### src/rtl/fetch_pc_unit_if.sv
// Instruction-memory request/acknowledge port between the fetch stage and imem.
// The fetch stage is the master; the memory is the slave.
interface fetch_pc_unit_if #(
  parameter int ADDR_W = 64
);
  logic              imem_req;
  logic [ADDR_W-1:0] imem_addr;
  logic              imem_ack;
  logic [31:0]       imem_rdata;

  modport master (
    output imem_req,
    output imem_addr,
    input  imem_ack,
    input  imem_rdata
  );

  modport slave (
    input  imem_req,
    input  imem_addr,
    output imem_ack,
    output imem_rdata
  );
endinterface

### src/rtl/fetch_pc_unit.sv
// Instruction-fetch stage: holds the PC, fetches over a req/ack port, presents the
// instruction to decode and steps the PC from the decoder's branch outputs.
module fetch_pc_unit #(
  parameter int                ADDR_W   = 64,
  parameter logic [ADDR_W-1:0] RESET_PC = '0
) (
  input  logic                 clk,
  input  logic                 reset,
  input  logic                 stall,
  input  logic [1:0]           BrTaken,
  input  logic                 UncondBr,
  input  logic [ADDR_W-1:0]    BrReg,
  fetch_pc_unit_if.master      imem,
  output logic [31:0]          inst_out,
  output logic                 inst_valid,
  output logic [ADDR_W-1:0]    pc_out,
  output logic [ADDR_W-1:0]    pc_plus4,
  output logic                 illegal_br
);

  localparam logic [1:0] ST_RST   = 2'd0;
  localparam logic [1:0] ST_FETCH = 2'd1;
  localparam logic [1:0] ST_ISSUE = 2'd2;

  localparam logic [1:0] BR_SEQ = 2'b00;
  localparam logic [1:0] BR_REL = 2'b01;
  localparam logic [1:0] BR_REG = 2'b10;

  logic [1:0]        state;
  logic [ADDR_W-1:0] imm26_se;
  logic [ADDR_W-1:0] imm19_se;
  logic [ADDR_W-1:0] rel_offset;
  logic [ADDR_W-1:0] next_pc;
  logic              consume;

  // Immediates are sign-extended to full width first, so the <<2 cannot lose the sign.
  assign imm26_se   = {{(ADDR_W-26){inst_out[25]}}, inst_out[25:0]};
  assign imm19_se   = {{(ADDR_W-19){inst_out[23]}}, inst_out[23:5]};
  assign rel_offset = (UncondBr ? imm26_se : imm19_se) << 2;

  assign pc_plus4       = pc_out + ADDR_W'(4);
  assign imem.imem_req  = (state == ST_FETCH);
  assign imem.imem_addr = pc_out;

  // Branch inputs only matter on the single cycle the instruction leaves ISSUE.
  assign consume    = (state == ST_ISSUE) && !stall;
  assign illegal_br = consume && (BrTaken == 2'b11);

  always_comb begin
    // NOTE: default assignment first so no path through the case can infer a latch.
    next_pc = pc_plus4;
    case (BrTaken)
      BR_SEQ:  next_pc = pc_plus4;
      BR_REL:  next_pc = pc_out + rel_offset;
      BR_REG:  next_pc = BrReg;
      default: next_pc = pc_plus4;
    endcase
  end

  always_ff @(posedge clk) begin
    // NOTE: state uses non-blocking assignments so every flop samples pre-edge values.
    if (!reset) begin
      state      <= ST_RST;
      pc_out     <= RESET_PC;
      // NOTE: inst_out is a datapath register but has a defined post-reset value of 0.
      inst_out   <= '0;
      inst_valid <= 1'b0;
    end else begin
      case (state)
        ST_RST: begin
          // One forced idle cycle drops any ack still in flight from before reset.
          state <= ST_FETCH;
        end
        ST_FETCH: begin
          if (imem.imem_ack) begin
            inst_out   <= imem.imem_rdata;
            inst_valid <= 1'b1;
            state      <= ST_ISSUE;
          end
        end
        ST_ISSUE: begin
          if (!stall) begin
            pc_out     <= next_pc;
            inst_valid <= 1'b0;
            state      <= ST_FETCH;
          end
        end
        default: begin
          inst_valid <= 1'b0;
          state      <= ST_RST;
        end
      endcase
    end
  end

endmodule

### src/flat_wrapper.sv
// flat-port wrapper written by rule: the top's interface ports become plain ports
module fetch_pc_unit_flat 
#(
  parameter int                ADDR_W   = 64,
  parameter logic [ADDR_W-1:0] RESET_PC = '0
)
  (clk, reset, stall, BrTaken, UncondBr, BrReg, inst_out, inst_valid, pc_out, pc_plus4, illegal_br, imem_imem_req, imem_imem_addr, imem_imem_ack, imem_imem_rdata);
  fetch_pc_unit_if #(.ADDR_W(ADDR_W)) imem_i ();
  input  logic clk;
  input  logic reset;
  input  logic stall;
  input  logic [1:0] BrTaken;
  input  logic UncondBr;
  input  logic [ADDR_W-1:0] BrReg;
  output logic [31:0] inst_out;
  output logic inst_valid;
  output logic [ADDR_W-1:0] pc_out;
  output logic [ADDR_W-1:0] pc_plus4;
  output logic illegal_br;
  output wire logic [$bits(imem_i.imem_req)-1:0] imem_imem_req;
  output wire logic [$bits(imem_i.imem_addr)-1:0] imem_imem_addr;
  input wire logic [$bits(imem_i.imem_ack)-1:0] imem_imem_ack;
  input wire logic [$bits(imem_i.imem_rdata)-1:0] imem_imem_rdata;
  assign imem_imem_req = imem_i.imem_req;
  assign imem_imem_addr = imem_i.imem_addr;
  assign imem_i.imem_ack = imem_imem_ack;
  assign imem_i.imem_rdata = imem_imem_rdata;
  fetch_pc_unit #(.ADDR_W(ADDR_W), .RESET_PC(RESET_PC)) u_core (.clk(clk), .reset(reset), .stall(stall), .BrTaken(BrTaken), .UncondBr(UncondBr), .BrReg(BrReg), .imem(imem_i), .inst_out(inst_out), .inst_valid(inst_valid), .pc_out(pc_out), .pc_plus4(pc_plus4), .illegal_br(illegal_br));
endmodule
### config.mk
export PLATFORM = sky130hd
export DESIGN_NAME = fetch_pc_unit_flat
export DESIGN_NICKNAME = d
export VERILOG_FILES = /design/src/rtl/fetch_pc_unit_if.sv /design/src/rtl/fetch_pc_unit.sv /design/src/flat_wrapper.sv
export SDC_FILE = /design/constraint.sdc
export NUM_CORES = 1
export LEC_CHECK = 0
export CORE_ASPECT_RATIO = 1.2
export CORE_MARGIN = 10
export CORE_UTILIZATION = 50
export CTS_CLUSTER_DIAMETER = 150
export DETAILED_ROUTE_END_ITERATION = 7
export DONT_BUFFER_PORTS = 1
export GPL_TIMING_DRIVEN = 0
export PLACE_DENSITY_LB_ADDON = 0.15
export SYNTH_ARGS = -nofsm -noshare
export SYNTH_HDL_FRONTEND = slang
export SYNTH_SLANG_ARGS = --single-unit
### constraint.sdc
create_clock -name clk -period 8.1 [get_ports clk]
set_clock_uncertainty 0.2 [all_clocks]
set_input_delay 1.62 -clock clk [delete_from_list [all_inputs] [get_ports clk]]
set_output_delay 1.62 -clock clk [all_outputs]
set_load 0.02 [all_outputs]
After elaboration in Yosys (flattened, before gate mapping)
Cells that the tools add are included.
- memory bits (read-only): 0
- latch bits: 0
- memory bits (writable): 0
- register bits after elaboration: 99
- memories: 0
- bitwise operators: 2
- eq/ne operators: 7
- shift-type cells: 0
- $add $sub $neg: 2
- divide/modulo/power cells: 0
- order comparisons: 0
- reductions and logical operators: 8
- multiply operators: 0
- mux-type cells: 8
- operator list (operator ; number):
    $pmux 64 s2 ; 1
    $add 64x3->64 const B ; 1
    $add 64x64->64 ; 1
    $mux 62 ; 1
    $eq 2x2->1 const B ; 3
    $pmux 2 s3 ; 1
    $reduce_and 2->1 ; 3
    $eq 2x1->1 const B ; 2
    $mux 2 ; 2
    $pmux 1 s3 ; 1
    $reduce_and 3->1 ; 1
    $logic_and 1x1->1 ; 2
    $logic_not 2->1 ; 1
    $mux 1 ; 2
    $ne 2x1->1 const B ; 1
    $ne 2x2->1 const B ; 1
    $not 1->1 ; 2
    $logic_not 1->1 ; 1

Depth between registers and ports, before layout
Gate-level depths: netlist of run 1.
- word-level depth: 3
- mapped depth: 17
- gate-level depth less buffers: 15

Worst setup path after synthesis of run 1
No wires, ideal clock.
- kind: in2reg
- start point: input port UncondBr
- end point: register u_core.pc_out[62], in the netlist u_core.imem.imem_addr[62]
- data required time: 7.778 ns
- buffers on the path: 1
- stages: 15
- path slack: 2.589 ns
- library setup time: 0.122 ns
- arrival time: 5.189 ns
- cells stage by stage: clkbuf_1 -> nand2b_1 -> nand2_1 -> ha_1 -> a21oi_1 -> o21ai_1 -> a221oi_1 -> o21ai_1 -> a211o_1 -> a41oi_2 -> o21ai_2 -> a31oi_4 -> o21ai_1 -> mux2i_1 -> a221o_1
- longest elaborated chain between the ends: 3
- ends and longest elaborated chain (item ; RTL line ; source):
    start: declaration ; flat_wrapper.sv:13 ; input logic UncondBr;
    $mux 62 ; fetch_pc_unit.sv:39 ; assign rel_offset = (UncondBr ? imm26_se : imm19_se) << 2;
    $add 64x64->64 ; fetch_pc_unit.sv:54 ; BR_REL: next_pc = pc_out + rel_offset;
    $pmux 64 s2 ; fetch_pc_unit.sv:52 ; case (BrTaken)
    end signal: assignment ; fetch_pc_unit.sv:83 ; pc_out <= next_pc;
    end: declaration ; fetch_pc_unit.sv:16 ; output logic [ADDR_W-1:0] pc_out,
No other way between the ends.
A chain may end at the register's enable or synchronous reset.

Worst setup path after layout of run 1
- start point: input port UncondBr
- end point: register u_core.pc_out[61], in the netlist u_core.imem.imem_addr[61]
The elaborated chain is that of the path after synthesis.

==> results by group, run 1 <==
Placed design
  – I/O Buffers: 0
  – Detailed placement HPWL: 37.2 mm
  – Dpl cell area: 0.0110 mm^2
  – GP Congestion: 0.972

Yosys
  – #FFs+latches synth: 99
  – Cell Area, Synth: 0.0107 mm^2
  – Syn avg cell area: 7.40 um^2
  – Synth warnings: 0
  – Synth top area share: 0.185
  – Top post-synthesis cells by count: nand2_1, a21oi_1, dfxtp_1
  – Post-synth EDFFs: 0
  – Ys flop type: dfxtp_1
  – Post-synthesis sequential area ratio: 0.185
  – Post-synthesis cell type count: 94
  – Most frequent cell after synthesis: nand2_1
  – Synth Instances: 1444
  – Ys async rst share: 0
  – Area contributors post-synth: dfxtp_1, ha_1, nand2_1, xnor2_1, a21oi_1
  – Largest area contributor in the netlist: dfxtp_1
  – Syn Nets: 1613

Job
  – MaxCap Viol Count: 0

Power
  – Peak supply drop: 0.0978 mV
  – PD cells: 111 mW/mm^2
  – Total power draw: 1.26 mW
  – Lkg Pwr: 4.68 nW

STA
  – Fmax: 0.164 GHz
  – Worst-margin pin slew: 1.15 ns
  – Hold Worst Slack: 0.376 ns
  – Fin crit share: 0.753
  – Setup TNS: 0 ns
  – Post-layout min period: 6.10 ns
  – Hold Vio Cnt, Final: 0
  – Slew Viols, Final: 0
  – Final setup violation count: 0
  – Slew margin rel.: 0.236
  – RSZ-0062 raised after global routing: false

Clocking
  – Max clock buf depth: 2
  – Number of buffers created by CTS: 9
  – Worst-path clk slew: 0.09 ns
  – Post-CTS setup buffers: 0
  – H-tree Lvls: 3
  – CTS root buf: clkbuf_16
  – CTS hold repair buffers: 0
  – Clock Latency Late Sink: 0.38 ns
  – Post-CTS sizing: 0
  – CTS tree: built
  – CTS Sinks: 99

Route
  – Drc violations: 0
  – Detailed Route Iter0 Violations: 1224
  – Vias: 11200
  – Drt total wl: 47.7 mm
  – DR vias/cell: 6.49
  – Mean routed wirelength per cell: 27.5 um
  – TritonRoute pass-1 iters: 5
  – ANT nets after route: 0

Floorplanning
  – Io pins: 330
  – Core Box Area: 0.0210 mm^2
  – Die area: 0.0276 mm^2
  – Initial Util: 0.510
  – Die W: 153 um
  – Die Ht: 180 um
  – Rows: 58

Run status
  – Status: finished, final reports clean

Worst setup path
  – Critical path launch point type: input port
  – WP data arrival: 6.16 ns
  – WP data required: 8.16 ns
  – Crit Path Category: in -> reg
  – Crit. End Element: flip-flop
  – Worst Path Max Fanout: 37

Global route
  – Largest net degree at the start of global routing: 38
  – Global-route wire length before repair: 70.0 mm
  – GR Overflow Total: 0
  – Initial antenna violation count: 2
  – Aggregate global-route resource usage: 0.323
  – Vias in the first global route: 10900

Finish
  – Fin area: 0.0113 mm^2
  – Nets@finish: 1624
  – Area Overhead vs Synth: 5.97%
  – Ratio of cells with drive above 1 in the final layout: 0.123

Min path
  – Worst Hold Class: reg -> reg
sequential cells by signal, indices dropped and copies added (netlist names):
register and cells:
u_core.imem.imem_addr 64, u_core.inst_out 32, u_core.state 2, u_core.inst_valid 1
cell families (layout without fill, tap and decap cells):
family / Yosys count / count (layout) / share of synthesized area
xor gates and xnor gates: 110 / 110 / 0.0915
other: 0 / 1 / 0
and+or+nand+nor: 494 / 494 / 0.226
DFF: 99 / 99 / 0.185
adders and majority gates: 66 / 66 / 0.0780
muxes: 23 / 23 / 0.0235
AOI/OAI and AO/OA: 457 / 457 / 0.296
buffers and inverters: 195 / 211 / 0.0996
cell type report:
| class | count | area, um^2 |
|---|---|---|
| plain buffers | 152 | 903 |
| multi-input cells | 1150 | 7640 |
| clock inverters | 7 | 70.1 |
| clock buffers | 9 | 225 |
| diodes | 1 | 2.50 |
| flip-flops and latches | 99 | 1980 |
| fillers | 2094 | 9650 |
| well taps | 270 | 338 |
| inverters | 43 | 161 |
routing by layer:
layer / vias up / part of all wire / global-route usage / routed length, um
met5: - / 0.00027 / 0 / 13
met4: 2 / 0.047 / 0.162 / 2260
met3: 122 / 0.10 / 0.0972 / 4960
met2: 621 / 0.47 / 0.531 / 22400
met1: 5313 / 0.38 / 0.373 / 18000
li1: 5181 / - / - / -
power by group:
part | switching [mW] | internal [mW]
clock | 0.251 | 0.218
sequential | 0.0356 | 0.499
combinational | 0.179 | 0.0770
total | 0.465 | 0.794
cell usage in the layout, fill, tap and decap left out, types with 8 or more instances in the layout:
| master | n |
|---|---|
| a21boi_0 | 39 |
| a21o_1 | 30 |
| a21oi_1 | 112 |
| a221oi_1 | 31 |
| a22oi_1 | 15 |
| and2_1 | 24 |
| and3_1 | 17 |
| and4_1 | 8 |
| buf_2 | 18 |
| buf_4 | 67 |
| clkbuf_1 | 56 |
| clkbuf_16 | 9 |
| dfxtp_1 | 99 |
| ha_1 | 65 |
| inv_1 | 43 |
| mux2_2 | 17 |
| nand2_1 | 202 |
| nand3_1 | 39 |
| nand4_1 | 25 |
| nor2_1 | 94 |
| nor2b_1 | 17 |
| nor3_1 | 18 |
| o211ai_1 | 10 |
| o21a_1 | 21 |
| o21ai_0 | 58 |
| o21ai_1 | 19 |
| o21bai_1 | 16 |
| o221ai_1 | 16 |
| o22ai_1 | 10 |
| o31ai_1 | 13 |
| xnor2_1 | 70 |
| xor2_1 | 38 |
through the flow:
stage	instances	setup WS [ns]	utilization
4_1_cts	1730	2.07	0.540
3_3_place_gp	1714	1.06	0.526
3_5_place_dp	1714	1.68	0.526
5_1_grt	1731	1.69	0.540
6_report	1731	2.00	0.540
2_1_floorplan	1444	2.59	-
critical path, cell delays in order:
cell and delay, ns:
clkbuf_1 0.41, nand2b_1 0.32, nand2_2 0.57, ha_1 0.55, buf_2 0.18, nand4_1 0.20
nor3_1 0.21, nand3_1 0.16, a2111oi_2 0.64, o21ai_1 0.25, a21oi_2 0.27, nor2_1 0.07
o21bai_1 0.16, xor2_1 0.09, a221oi_1 0.29, o21ai_0 0.13
worst paths after layout:
path / start / endpoint / slack (ns) / cells past startpoint
setup reg to reg: u_core.inst_out[23]$_SDFFE_PN0P_ / u_core.imem.imem_addr[61]$_SDFFE_PN0P_ / 3.27 / 15
hold / removal: u_core.inst_out[28]$_SDFFE_PN0P_ / u_core.inst_out[28]$_SDFFE_PN0P_ / 0.38 / 2
hold reg to reg: u_core.inst_out[28]$_SDFFE_PN0P_ / u_core.inst_out[28]$_SDFFE_PN0P_ / 0.38 / 2
setup / recovery: UncondBr / u_core.imem.imem_addr[61]$_SDFFE_PN0P_ / 2.00 / 16
Power figures use the tool's default switching activity.
==> run 2, diff against run 1 <==
Clock period 8.1 ns to 5.77 ns, I/O delays scaled along.
==> run 2 against run 1 <==
Against the previous run: via count is essentially flat; first-iteration DRC count down 0.25%; flip-flop and latch count unchanged; largest cell class unchanged; non-clock buffer count stayed put; core utilization barely moved; routed wire length decreased by 0.14%.
==> results by group, run 2 (same netlist as run 1, synthesis figures left out) <==
STA
  – Slew margin rel.: 0.237 (was 0.236)
  – Hold Vio Cnt, Final: 0 (unchanged)
  – Final setup violation count: 0 (unchanged)
  – Slew Viols, Final: 0 (unchanged)
  – Post-layout min period: 5.31 ns
  – Fin crit share: 0.921
  – RSZ-0062 raised after global routing: false (unchanged)
  – Worst-margin pin slew: 1.14 ns (was 1.15 ns)
  – PnR worst setup slack: 0.456 ns (was 2.00 ns)
  – Fmax: 0.188 GHz

Clocking
  – CTS hold repair buffers: 0 (unchanged)
  – Clock Latency Late Sink: 0.38 ns (about the same)
  – Number of buffers created by CTS: 9 (unchanged)
  – CTS tree: built (unchanged)
  – Max clock buf depth: 2 (unchanged)
  – CTS Sinks: 99 (unchanged)
  – H-tree Lvls: 3 (unchanged)
  – CTS root buf: clkbuf_16 (unchanged)
  – Worst-path clk slew: 0.09 ns (about the same)

Finish
  – Commonest cells after routing, fill and taps aside: nand2_1, a21oi_1, dfxtp_1, nor2_1, xnor2_1 (unchanged)
  – Final core utilization: 0.540 (about the same)
  – Most common cell after layout, fill and taps aside: nand2_1 (unchanged)
  – FILL cells: 2094 (unchanged)
  – Max FFs per register: 64 (unchanged)
  – Ratio of cells with drive above 1 in the final layout: 0.123 (unchanged)
  – Nets@finish: 1624 (unchanged)
  – Area Overhead vs Synth: 6.02% (was 5.97%)

Placed design
  – GP Congestion: 0.972 (unchanged)
  – I/O Buffers: 0 (unchanged)
  – Pre-CTS setup slack: -0.182 ns (was 1.68 ns)
  – Detailed placement HPWL: 37.2 mm (unchanged)

Worst setup path
  – Reg2reg end: u_core.imem.imem_addr[61]$_SDFFE_PN0P_ (unchanged)
  – Critical-path top delay cell: a2111oi_2 (unchanged)
  – Worst Path Max Fanout: 37 (unchanged)
  – Max incr delay on CP: 0.63 ns (was 0.64 ns)
  – Buf/Inv on CP: 2 (unchanged)
  – Crit Path Category: in -> reg (unchanged)
  – Cell family with most CP delay: compound AO/OA/AOI/OAI gates (unchanged)
  – Crit-path cells: clkbuf_1, nand2b_1, nand2_4, ha_1, buf_2, nand4_1, nor3_1, nand3_1, a2111oi_2, o21ai_1, a21oi_2, nor2_1, o21bai_1, xor2_1, a221oi_1, o21ai_0 (was clkbuf_1, nand2b_1, nand2_2, ha_1, buf_2, nand4_1, nor3_1, nand3_1, a2111oi_2, o21ai_1, a21oi_2, nor2_1, o21bai_1, xor2_1, a221oi_1, o21ai_0)
  – Crit. End Element: flip-flop (unchanged)
  – R2R Path Start: u_core.inst_out[23]$_SDFFE_PN0P_ (unchanged)
  – Critical path launch point type: input port (unchanged)
  – Worst R2R Path Depth: 15 (unchanged)
  – R2R setup slack: 1.26 ns (was 3.27 ns)
  – WP data arrival: 5.38 ns (was 6.16 ns)
  – WP data required: 5.83 ns (was 8.16 ns)

Global route
  – Aggregate global-route resource usage: 0.323 (unchanged)
  – GR Overflow Total: 0 (unchanged)
  – Vias in the first global route: 10900 (unchanged)
  – Global-route wire length before repair: 70.0 mm (unchanged)
  – Largest net degree at the start of global routing: 38 (unchanged)
  – Initial antenna violation count: 2 (unchanged)

Floorplanning
  – Rows: 58 (unchanged)
  – Die area: 0.0276 mm^2 (unchanged)
  – Core Box Area: 0.0210 mm^2 (unchanged)
  – Die Ht: 180 um (unchanged)
  – Io pins: 330 (unchanged)
  – Initial Util: 0.510 (unchanged)
  – Die W: 153 um (unchanged)

Route
  – DR vias/cell: 6.50 (was 6.49)
  – Drt total wl: 47.6 mm (was 47.7 mm)
  – Mean routed wirelength per cell: 27.5 um (about the same)
  – TritonRoute pass-1 iters: 6 (was 5)
  – Drc violations: 0 (unchanged)
  – Vias: 11200 (about the same)
  – Detailed Route Iter0 Violations: 1221 (was 1224)
  – ANT nets after route: 0 (unchanged)

Job
  – MaxCap Viol Count: 0 (unchanged)

Power
  – Lkg Pwr: 4.68 nW (about the same)
  – PD cells: 156 mW/mm^2 (was 111 mW/mm^2)
  – Total power draw: 1.77 mW (was 1.26 mW)
  – Peak supply drop: 0.137 mV (was 0.0978 mV)

Min path
  – Hold path startpoint: u_core.inst_out[28]$_SDFFE_PN0P_ (unchanged)
  – Worst Hold Class: reg -> reg (unchanged)
  – Hold Path End: u_core.inst_out[28]$_SDFFE_PN0P_ (unchanged)
  – Hold depth: 2 (unchanged)

Run status
  – Status: finished, final reports clean (unchanged)
[run 2: cell type report]
type	count	area (um^2)	share of cell area
inverters	43	161	0.0142
well taps	270	338	0.0298
clock inverters	7	70.1	0.00618
clock buffers	9	225	0.0199
diodes	1	2.50	0.000221
plain buffers	152	903	0.0797
flip-flops and latches	99	1980	0.175
multi-input cells	1150	7650	0.675
[run 2: worst max path at each step]
stage                        start                                      to  slack (ns)  cells after the start
after global routing      UncondBr  u_core.imem.imem_addr[35]$_SDFFE_PN0P_        0.08                     16
after CTS                 UncondBr  u_core.imem.imem_addr[61]$_SDFFE_PN0P_        0.21                     16
after global placement    UncondBr  u_core.imem.imem_addr[61]$_SDFFE_PN0P_       -0.80                     16
after detailed placement  UncondBr  u_core.imem.imem_addr[61]$_SDFFE_PN0P_       -0.18                     16
after floorplan           UncondBr  u_core.imem.imem_addr[62]$_SDFFE_PN0P_        0.72                     15
final                     UncondBr  u_core.imem.imem_addr[61]$_SDFFE_PN0P_        0.46                     16
[run 2: tightest hold or removal path: stages (launching register included)]
cell and delay, ns:
dfxtp_1 0.38, nand2_1 0.08, a21boi_0 0.07
[run 2: per-stage QoR]
step	hold WS [ns]	area, um^2	setup TNS [ns]	cells
floorplan	0.341	10700	0	1444
global placement	0.363	11000	-13.52	1714
detailed placement	0.369	11000	-0.647	1714
CTS	0.386	11300	0	1730
global route	0.409	11300	0	1731
finish	0.376	11300	0	1731
[run 2: where the power goes]
| part | switching (mW) | leakage, nW | internal (mW) |
|---|---|---|---|
| registers | 0.0501 | 0.802 | 0.700 |
| logic | 0.251 | 3.73 | 0.108 |
| clock network | 0.351 | 0.147 | 0.307 |
[run 2: routing by layer]
metal  vias up  GRT usage  share of wire  wire length, um
li1       5179          -              -                -
met1      5304      0.373           0.38            17900
met2       634      0.531           0.47            22300
met3       125     0.0972           0.11             5030
met4         2      0.162          0.048             2290
met5         -          0        0.00027               13
[run 2: timing repair]
action                                  CTS  global route
resized for setup                         0             1
buffers inserted                          0             0
endpoints found under the setup margin    0             4
